<file path="src/rtl/cpu_pkg.sv">
// cpu_pkg: shared opcodes, sequencer state, destination select and decode record
package cpu_pkg;
    localparam logic [7:0] OP_LDA_IMM = 8'hA9;
    localparam logic [7:0] OP_LDX_IMM = 8'hA2;
    localparam logic [7:0] OP_TAX     = 8'hAA;
    localparam logic [7:0] OP_TXA     = 8'h8A;
    localparam logic [7:0] OP_INX     = 8'hE8;
    localparam logic [7:0] OP_DEX     = 8'hCA;
    localparam logic [7:0] OP_NOP     = 8'hEA;

    typedef enum logic [1:0] {FETCH_OP, FETCH_IMM, EXEC} seq_state_t;
    typedef enum logic [1:0] {DST_NONE, DST_A, DST_X} dst_t;

    // src_sel: 0 reads A, 1 reads X
    typedef struct packed {
        logic needs_imm;
        dst_t dst;
        logic src_sel;
        logic inc;
        logic dec;
        logic illegal;
    } op_dec_t;
endpackage

</file>
<file path="src/rtl/cpu_op_decode.sv">
// cpu_op_decode: combinational opcode decoder
//   opcode : instruction byte
//   op     : {needs_imm, dst, src_sel, inc, dec, illegal}
module cpu_op_decode
    import cpu_pkg::*;
(
    input  logic [7:0] opcode,
    output op_dec_t    op
);
    always_comb begin
        op = '0;
        case (opcode)
            OP_LDA_IMM: begin op.needs_imm = 1'b1; op.dst = DST_A; end
            OP_LDX_IMM: begin op.needs_imm = 1'b1; op.dst = DST_X; end
            OP_TAX:     op.dst = DST_X;
            OP_TXA:     begin op.dst = DST_A; op.src_sel = 1'b1; end
            OP_INX:     begin op.dst = DST_X; op.src_sel = 1'b1; op.inc = 1'b1; end
            OP_DEX:     begin op.dst = DST_X; op.src_sel = 1'b1; op.dec = 1'b1; end
            OP_NOP:     op.dst = DST_NONE;
            default:    op.illegal = 1'b1;
        endcase
    end
endmodule

</file>
<file path="src/rtl/cpu_rf_sequencer.sv">
// cpu_rf_sequencer: decodes an opcode/operand byte stream into A/X register-file writes
//   clk_i, rst_i (sync, active-high)
//   instr_valid_i/instr_data_i/instr_ready_o : byte stream handshake
//   q_a_i, q_x_i                             : current register file contents
//   write_enable_{a,x}_o, data_{a,x}_o       : one-cycle write strobe and data
//   zero_o, negative_o                       : flags of the last written value
//   illegal_o                                : pulse after an unsupported opcode
module cpu_rf_sequencer
    import cpu_pkg::*;
#(
    parameter int DATA_W = 8
) (
    input  logic              clk_i,
    input  logic              rst_i,
    input  logic              instr_valid_i,
    input  logic [DATA_W-1:0] instr_data_i,
    output logic              instr_ready_o,
    input  logic [DATA_W-1:0] q_a_i,
    input  logic [DATA_W-1:0] q_x_i,
    output logic              write_enable_a_o,
    output logic              write_enable_x_o,
    output logic [DATA_W-1:0] data_a_o,
    output logic [DATA_W-1:0] data_x_o,
    output logic              zero_o,
    output logic              negative_o,
    output logic              illegal_o
);
    seq_state_t        state, state_d;
    dst_t              dst_q, wr_dst;
    op_dec_t           op;
    logic              go_op, go_imm;
    logic [DATA_W-1:0] src, res, wr_data, last;

    cpu_op_decode u_dec (
        .opcode (instr_data_i),
        .op     (op)
    );

    assign instr_ready_o = (state == FETCH_OP) || (state == FETCH_IMM);

    // Results are computed in the accept cycle and registered straight into
    // the output strobe/data, so the EXEC cycle only presents them.
    always_comb begin
        go_op   = instr_valid_i && state == FETCH_OP;
        go_imm  = instr_valid_i && state == FETCH_IMM;
        src     = op.src_sel ? q_x_i : q_a_i;
        res     = op.inc ? src + DATA_W'(1) : op.dec ? src - DATA_W'(1) : src;
        wr_dst  = go_imm ? dst_q : (go_op && !op.needs_imm) ? op.dst : DST_NONE;
        wr_data = go_imm ? instr_data_i : res;
        last    = data_a_o | data_x_o;
        state_d = (state == EXEC) ? FETCH_OP :
                  (wr_dst != DST_NONE) ? EXEC :
                  (go_op && op.needs_imm) ? FETCH_IMM :
                  (state == FETCH_IMM) ? FETCH_IMM : FETCH_OP;
    end

    always_ff @(posedge clk_i) begin
        if (rst_i) begin
            state            <= FETCH_OP;
            dst_q            <= DST_NONE;
            write_enable_a_o <= 1'b0;
            write_enable_x_o <= 1'b0;
            data_a_o         <= '0;
            data_x_o         <= '0;
            zero_o           <= 1'b0;
            negative_o       <= 1'b0;
            illegal_o        <= 1'b0;
        end else begin
            state            <= state_d;
            if (go_op)
                dst_q <= op.dst;
            write_enable_a_o <= wr_dst == DST_A;
            write_enable_x_o <= wr_dst == DST_X;
            data_a_o         <= (wr_dst == DST_A) ? wr_data : '0;
            data_x_o         <= (wr_dst == DST_X) ? wr_data : '0;
            illegal_o        <= go_op && op.illegal;
            // only one data bus is non-zero during EXEC, so OR gives the written value
            if (state == EXEC) begin
                zero_o     <= last == '0;
                negative_o <= last[DATA_W-1];
            end
        end
    end
endmodule

</file>
<file path="config.mk">
export PLATFORM = sky130hd
export DESIGN_NAME = cpu_rf_sequencer
export DESIGN_NICKNAME = d
export VERILOG_FILES = /design/src/rtl/cpu_pkg.sv /design/src/rtl/cpu_op_decode.sv /design/src/rtl/cpu_rf_sequencer.sv
export SDC_FILE = /design/constraint.sdc
export NUM_CORES = 1
export LEC_CHECK = 0
export CAP_MARGIN = 40
export CORE_MARGIN = 1
export CORE_UTILIZATION = 41
export CTS_CLUSTER_DIAMETER = 100
export CTS_CLUSTER_SIZE = 8
export DETAILED_ROUTE_END_ITERATION = 10
export PLACE_DENSITY = 0.73
export SYNTH_ARGS = -nofsm -noshare
export SYNTH_HDL_FRONTEND = slang
export SYNTH_HIERARCHICAL = 1
export SYNTH_SLANG_ARGS = --single-unit
</file>
<file path="constraint.sdc">
create_clock -name clk_i -period 2.63 [get_ports clk_i]
set_input_delay 0.263 -clock clk_i [delete_from_list [all_inputs] [get_ports clk_i]]
set_output_delay 0.263 -clock clk_i [all_outputs]
set_load 0.01 [all_outputs]
</file>
======== Word level (Yosys, flattened, before mapping) ========
Cells that the tools add are included.
word-level totals
  memories kept ........................... 0
  logic and storage cells ................. 60
  RAM bits ................................ 0
  bits in read-only memories .............. 0
  input bits .............................. 27
  register bits ........................... 25
  bits in latches ......................... 0
operators by class
  multiply operators ...................... 0
  bitwise operators ....................... 3
  equality and inequality tests ........... 11
  multiplexer cells ....................... 15
  shifts and indexed selects .............. 0
  div/mod/pow operators ................... 0
  order comparisons ....................... 0
  $add $sub $neg .......................... 2
  reduce and logical (&&, ||, !) cells .... 19
operators with widths
  cell                                               number
  == test 8 bit (second input constant)              7
  2-to-1 mux 8 bit                                   4
  OR reduction 2 bit                                 5
  adder 8 x 1 -> 8 bit (second input constant)       1
  zero test 8 bit                                    1
  OR 8 bit                                           1
  subtractor 8 x 1 -> 8 bit (second input constant)  1
  2-to-1 mux 1 bit                                   7
  OR reduction 7 bit                                 1
  2-to-1 mux 2 bit                                   3
  OR reduction 3 bit                                 2
  logical AND 1 bit                                  5
  == test 2 x 1 -> 1 bit (second input constant)     2
  == test 2 bit (second input constant)              2
  one-hot mux 2 bit (2 select lines)                 1
  OR reduction 4 bit                                 1
  zero test 2 bit                                    1
  NOT 1 bit                                          2
  nonzero test 2 bit                                 1
  zero test 1 bit                                    1
  logical OR 1 bit                                   1

======== Longest topological paths before layout ========
Gate-level depths: netlist of run 1.
  depth in word-level cells ............... 10
  depth in mapped cells ................... 13

======== By module ========
The synthesis of run 1 kept the hierarchy.
by module, submodules not included
  module            times used  seq. area each (µm²)  area each (µm²)  cells each
  cpu_rf_sequencer  1           500.5                 1251.2           148
  cpu_op_decode     1           0.0                   193.9            27

======== Least setup slack after synthesis of run 1 ========
OpenSTA, ideal clock, no wires.
  path kind ............................... input port to flip-flop
  start ................................... input instr_data_i[4]
  end ..................................... register data_a_o[7]
  path slack .............................. -46 ps
  stages on the path ...................... 10
  data required time ...................... 2494 ps
  buffers on the path ..................... 2
  arrival ................................. 2540 ps
  setup time .............................. 136 ps
  path through ............................ or3b_1 buf_2 nor4b_1 buf_6 mux2i_1 or3_4 or4_4 o21ai_2 xor2_1 a211oi_1
RTL lines
  what                    line                    source
  start: declaration      cpu_rf_sequencer.sv:16  input logic [DATA_W-1:0] instr_data_i,
  end signal: assignment  cpu_rf_sequencer.sv:74  data_a_o <= (wr_dst == DST_A) ? wr_data : '0;
  end: declaration        cpu_rf_sequencer.sv:22  output logic [DATA_W-1:0] data_a_o,

==> results of run 1 <==
-- area by class of cell --
cell class	instances	area, sq um	area share [%]
inverter	5	18.8	0.805
sequential	25	500	21.5
clock buffer	4	26.3	1.13
tap	46	57.6	2.47
timing repair buffer	87	767	32.9
multi-input combinational	135	961	41.2
-- logic make-up after synthesis --
family	Yosys count
xor+xnor	7
simple gates	83
compound gates	32
fa+ha+maj	2
mux	11
buf+inv	15
flops	25
-- sequential cells by signal, summed over array words and instances (netlist names) --
name and flops:
state 2, write_enable_a_o 1, data_a_o 8, illegal_o 1, write_enable_x_o 1, data_x_o 8, zero_o 1, dst_q 2
negative_o 1
-- what timing repair did --
item,in CTS,in global routing
pin swaps,13,5
buffers inserted,0,2
endpoints found under the setup margin,9,9
gates resized for setup,17,6
-- per-stage QoR --
| step | setup TNS (ns) | instance area (sq um) | total power [mW] | hold slack, ns | utilization, % |
|---|---|---|---|---|---|
| CTS | 0 | 2290 | 0.693 | 0.386 | 68.1 |
| floorplan | 0 | 1450 | 0.444 | 0.421 | - |
| finish | 0 | 2330 | 0.696 | 0.389 | 69.3 |
| global placement | -5.31 | 2220 | 0.528 | 0.427 | 66.0 |
| global route | -0.0196 | 2330 | 0.727 | 0.425 | 69.3 |
| detailed placement | -5.87 | 2220 | 0.532 | 0.439 | 66.0 |
-- worst min-delay path, delay by kind of cell --
kind          cells  cell delay [ns]
simple gates      2             0.17
buf+inv           1             0.21
-- synthesized netlist by cell type, types with 3 or more instances --
| master | count | share of area [%] |
|---|---|---|
| dfxtp_1 | 25 | 35 |
| a211oi_1 | 6 | 3.1 |
| nor4b_1 | 4 | 2.4 |
| nor3b_1 | 4 | 2.1 |
| and2_1 | 3 | 1.3 |
| a21oi_1 | 11 | 3.8 |
| nand2_1 | 11 | 2.9 |
| nor2b_1 | 8 | 3.5 |
| xor2_1 | 3 | 1.8 |
| inv_1 | 4 | 1.0 |
| or4_1 | 3 | 1.6 |
| o21ai_0 | 7 | 2.4 |
| xnor2_1 | 4 | 2.4 |
| clkbuf_1 | 7 | 1.8 |
| nor4_1 | 5 | 2.2 |
| nor3_1 | 8 | 2.8 |
| nor2_1 | 22 | 5.7 |
| mux2i_1 | 9 | 6.2 |
-- final timing paths --
kind	start	to	slack (ns)
setup / recovery	instr_data_i[4]	data_x_o[7]	0.1
hold / removal	instr_data_i[4]	data_a_o[4]	0.39
setup reg to reg	state[0]	data_x_o[6]	0.93
hold reg to reg	zero_o	zero_o	0.45
-- report_power, final --
group	internal (mW)	switching [mW]	leakage [nW]
clock network	0.0592	0.103	0.0150
logic	0.0896	0.0628	0.703
registers	0.380	0.000796	0.202
-- placed cells by master, fill, tap and decap left out, types with 2 or more instances in the layout --
master           synthesis  routed
a211oi_1                 6       6
a21oi_1                 11       9
a21oi_2                  0       2
a31oi_1                  2       2
and2_1                   3       3
buf_4                    0      39
clkbuf_4                 0       3
clkdlybuf4s50_1          0      43
dfxtp_1                 25      25
dlygate4sd2_1            0       5
inv_1                    4       4
mux2i_1                  9       8
mux2i_2                  2       3
nand2_1                 11       9
nand2_2                  0       2
nand3_1                  2       2
nand4_1                  2       2
nand4b_1                 2       2
nor2_1                  22      22
nor2b_1                  8       5
nor2b_2                  0       3
nor3_1                   8       7
nor3b_1                  4       3
nor4_1                   5       5
nor4b_1                  4       2
o21ai_0                  7       7
or3_4                    2       2
or4_1                    3       2
or4_4                    1       2
xnor2_1                  4       4
xor2_1                   3       3
-- routing by layer --
layer,vias up,routed length (um),track usage (%)
met3,6,111,0.630
met5,-,0,0
li1,793,-,-
met4,0,61,10.2
met1,741,1610,23.7
met2,46,2100,42.9
==> impl_metrics.csv, run 1 <==
group,metric,value,unit
clocking,cts_tree,"built",
cells_and_area,diodes,0,
clocking,cts_buffers,3,
cells_and_area,fillCellCount,277,
critical_path,cp-start-kind,"input pin",
critical_path,r2r_cells,5,
synth,synth_xor_area_share,4.24,%
synth,synth_top_family_by_area,"simple AND/OR/NAND/NOR gates",
critical_path,crit_buf_inv,3,
synth,async_flop_share,0,%
placement,place.gp.congestion,0.880,
die,initial_core_util,43.0,%
critical_path,cp.required,2.81,ns
timing,setup_ws,0.0990,ns
global_routing,grt_overflow_total,0,
synth,synth_seq_cells,25,
timing,fmax,395,MHz
detailed_routing,dr.pass1.iters,4,
timing,report.final.slew_viol_count,0,
critical_path,arrival,2.71,ns
critical_path,crit_type,"in2reg",
placement,port_buffers,48,
placement,dpl_worst_slack,-0.539,ns
min_path,hold_depth,3,
critical_path,endpoint_kind,"flip-flop",
synth,syn_nets,204,
cells_and_area,area_growth,61.3,%
detailed_routing,drc,0,
die,row_count,21,
detailed_routing,wl,3880,um
clocking,cts.htree.levels,1,
timing,worstMarginPinSlew,0.534,ns
cells_and_area,drive_gt1_share,26.6,%
outcome,outcome,"completed",
power_and_ir_drop,ir_worst_vdd,0.155,mV
synth,synth_simple_gate_area_share,33.0,%
critical_path,cpMaxStageDelayCell,"or3b_4",
global_routing,grt_use_total,21.7,%
synth,yosysSeqAreaShare,34.6,%
die,die_area,0.00377,sq mm
die,die_h,61.4,um
critical_path,crit_top_cell,"buf_4",
synth,yosysWarnings,6,
clocking,clk_path_buf_depth,2,
critical_path,cp_top_family,"simple AND/OR/NAND/NOR gates",
critical_path,cp.depth,11,
detailed_routing,wire_per_inst,12.9,um
clocking,clk_latency,0.31,ns
global_routing,antenna_found_initial,0,
die,core_area,0.00336,sq mm
synth,synth_adder_area_share,1.73,%
synth,synthCells,175,
cells_and_area,fin_nets,286,
critical_path,critPathMaxStageDelay,0.42,ns
clocking,path_clk_slew,0.12,ns
placement,dp_hpwl,3110,um
die,pin_count,49,
critical_path,path_cells,"dlygate4sd2_1, or3b_4, nor4b_4, buf_4, mux2i_2, buf_4, or3_4, or4_4, o21ai_2, xor2_1, a211oi_1",
detailed_routing,viasPerCell,5.25,
global_routing,grt_pass1_vias,1450,
critical_path,cp_max_fo,4,
power_and_ir_drop,p_leak,0.919,nW
synth,synth.distinct_cells,41,
timing,relSlewSlack,64.3,%
clocking,cts.sinks,25,
synth,ys.flop_type,"dfxtp_1",
timing,hold_viol_final,0,
detailed_routing,drtIter0Drc,44,
synth,synth-compound-area-share,13.7,%
min_path,min_path_type,"in2reg",
global_routing,grt_max_degree,18,
synth,synthMuxAreaShare,8.14,%
synth,synth_edf_count,0,
run,cap_violations,0,
timing,finalSetupViolations,0,
clocking,root_buffer,"clkbuf_4",
die,die_x,61.4,um
cells_and_area,layoutNonFillerInstCount,302,
global_routing,grt_first_pass_wirelength,6030,um
detailed_routing,dr_total_vias,1586,
synth,syn_avg_cell_area,8.26,sq um
detailed_routing,ant_nets,0,
timing,clock_skew,0.00380,ns
placement,dp_cells,296,
power_and_ir_drop,p_per_area,298,mW/mm^2
timing,min_period,2.53,ns
synth,netlist_area,0.00145,sq mm
clocking,holdBufCountCts,0,
timing,timing.final.crit_share,96.2,%
(Power assumes the default switching activity.)
==> run 2, diff against run 1 <==
CORE_UTILIZATION = 42   (was 41)
CTS_BUF_LIST = sky130_fd_sc_hd__clkbuf_8   (was unset)
PLACE_DENSITY = 0.75   (was 0.73)
SLEW_MARGIN = 20   (was unset)
==> run 2 against run 1 <==
Count of clock-buffer cells in the layout fell by 1. Worst hold slack gained 0.055 ns. Sequential share of layout area decreased by 0.42 points. Fmax is 1.2% lower. Global-route usage grew 1.5 points. Design area up 2.0%. Core utilization grew 6.1 points. Clock skew is essentially flat. Via count rose by 2.1%. Routed wire length up 5.7%. Critical endpoint unchanged. Largest cell class unchanged. Largest power group unchanged.
==> impl_metrics.csv, run 2 (same netlist as run 1, synthesis figures left out) <==
group,metric,value,unit
critical_path,setup.worst_path.start,"instr_data_i[4]",
critical_path,worstReg2RegStart,"state[0]",
critical_path,cp-start-kind,"input pin",
clocking,clk_path_buf_depth,2,
critical_path,critPathMaxStageDelay,0.53,ns
power_and_ir_drop,p_leak,0.927,nW
detailed_routing,wire_per_inst,13.9,um
power_and_ir_drop,ir_worst_vdd,0.181,mV
global_routing,antenna_found_initial,0,
clocking,cts_tree,"built",
timing,clock_skew,0.00413,ns
global_routing,grt_overflow_total,0,
detailed_routing,wl,4110,um
timing,timing.final.crit_share,97.4,%
critical_path,crit_buf_inv,1,
clocking,cts.htree.levels,1,
run,cap_violations,0,
critical_path,crit_type,"in2reg",
critical_path,r2r_slack,0.75,ns
timing,min_period,2.56,ns
cells_and_area,diodes,0,
detailed_routing,dr.pass1.iters,4,
clocking,path_clk_slew,0.08,ns
power_and_ir_drop,total_power,0.758,mW
critical_path,path_cells,"dlygate4sd2_1, or3b_4, or3_4, nor2b_1, and4_1, a31oi_2, or4_4, o21ai_2, xor2_1, a211oi_1",
critical_path,cpMaxStageDelayCell,"or4_4",
cells_and_area,reg.largest.list,"data_a_o x8, data_x_o x8",
placement,port_buffers,48,
detailed_routing,ant_nets,0,
detailed_routing,drtIter0Drc,50,
cells_and_area,layout_common_cells,"clkdlybuf4s50_1, buf_4, dfxtp_1",
critical_path,endpoint_kind,"flip-flop",
critical_path,cp.required,2.76,ns
global_routing,grt_max_degree,18,
die,initial_core_util,45.8,%
clocking,root_buffer,"clkbuf_8",
timing,fmax,390,MHz
die,die_area,0.00368,sq mm
global_routing,grt_first_pass_wirelength,6360,um
global_routing,grt_use_total,23.2,%
placement,dp_hpwl,3000,um
critical_path,cp.depth,10,
cells_and_area,drive_gt1_share,26.6,%
placement,dpl_worst_slack,-0.506,ns
critical_path,cp_max_fo,3,
timing,finalSetupViolations,0,
critical_path,cp_top_family,"simple AND/OR/NAND/NOR gates",
global_routing,grt_pass1_vias,1512,
clocking,holdBufCountCts,0,
timing,worstMarginPinSlew,0.619,ns
timing,report.final.slew_viol_count,0,
clocking,cts.sinks,25,
clocking,clk_latency,0.26,ns
timing,hold_viol_final,0,
die,pin_count,49,
die,die_x,60.7,um
cells_and_area,area_growth,64.5,%
detailed_routing,dr_total_vias,1619,
die,die_h,60.7,um
outcome,outcome,"completed",
cells_and_area,utilization,75.4,%
cells_and_area,fillCellCount,233,
cells_and_area,final_common_cell,"clkdlybuf4s50_1",
critical_path,arrival,2.69,ns
clocking,cts_buffers,3,
detailed_routing,drc,0,
placement,place.gp.congestion,0.910,
critical_path,r2r_cells,3,
die,row_count,20,
timing,relSlewSlack,58.6,%
power_and_ir_drop,p_per_area,319,mW/mm^2
die,core_area,0.00315,sq mm
critical_path,r2r-end,"data_x_o[0]",
cells_and_area,fin_nets,282,
detailed_routing,viasPerCell,5.47,
min_path,min_path_type,"in2reg",
timing,setup_ws,0.0676,ns
critical_path,crit_end,"data_x_o[7]",
## run 2: worst min-delay path by stage
stage                         start          end  cells past startpoint
global route                 zero_o       zero_o                      2
finish              instr_data_i[4]  data_a_o[4]                      3
detailed placement           zero_o       zero_o                      2
CTS                 instr_data_i[4]  data_a_o[4]                      3
global placement             zero_o       zero_o                      2
floorplan                  state[1]     state[0]                      1
## run 2: metrics by stage
step                      hold slack, ns  cell area [sq um]  setup TNS, ns  instances
final                              0.444               2380              0        296
after global routing               0.455               2380        -0.0540        296
after global placement             0.428               2160          -4.47        287
after floorplan                    0.421               1450              0        175
after detailed placement           0.432               2160          -5.79        287
after CTS                          0.442               2340              0        296
## run 2: power by group
part / switching [mW] / total [mW] / internal, mW
clock: 0.119 / 0.226 / 0.107
sequential: 0.000780 / 0.381 / 0.380
combinational: 0.0654 / 0.151 / 0.0861
total: 0.185 / 0.758 / 0.573
## run 2: worst register-to-register path, delay by kind of cell (launching register included)
| family | cells | cell delay (ns) |
|---|---|---|
| flops | 1 | 0.56 |
| simple gates | 2 | 0.66 |
| compound gates | 1 | 0.53 |
## run 2: per-layer routing
| layer | vias up | part of all wire (%) | global-route usage [%] |
|---|---|---|---|
| met3 | 6 | 3.7 | 1.92 |
| met1 | 777 | 41 | 25.6 |
| met4 | 0 | 1.2 | 8.12 |
| met5 | - | 0 | 0 |
| li1 | 780 | - | - |
| met2 | 56 | 54 | 45.8 |
## run 2: layout make-up
type,count,area [sq um],share of cell area (%)
repair buffers,83,772,32.5
multi-input cells,135,982,41.3
flip-flops and latches,25,500,21.1
clock buffers,3,41.3,1.74
inverters,5,18.8,0.789
well taps,44,55.1,2.32
clock inverters,1,7.51,0.316
## run 2: timing repair
| action | CTS | global route |
|---|---|---|
| buffers inserted | 5 | 0 |
| endpoints found under the setup margin | 14 | 15 |
| cloned | 0 | 0 |
| pin swaps | 10 | 6 |
| resized for setup | 21 | 11 |
==> run 3, diff against run 2 <==
CORE_MARGIN = unset   (was 1)
==> results of run 3 <==
No change in the layout: final DEF, timing and power equal those of run 2.
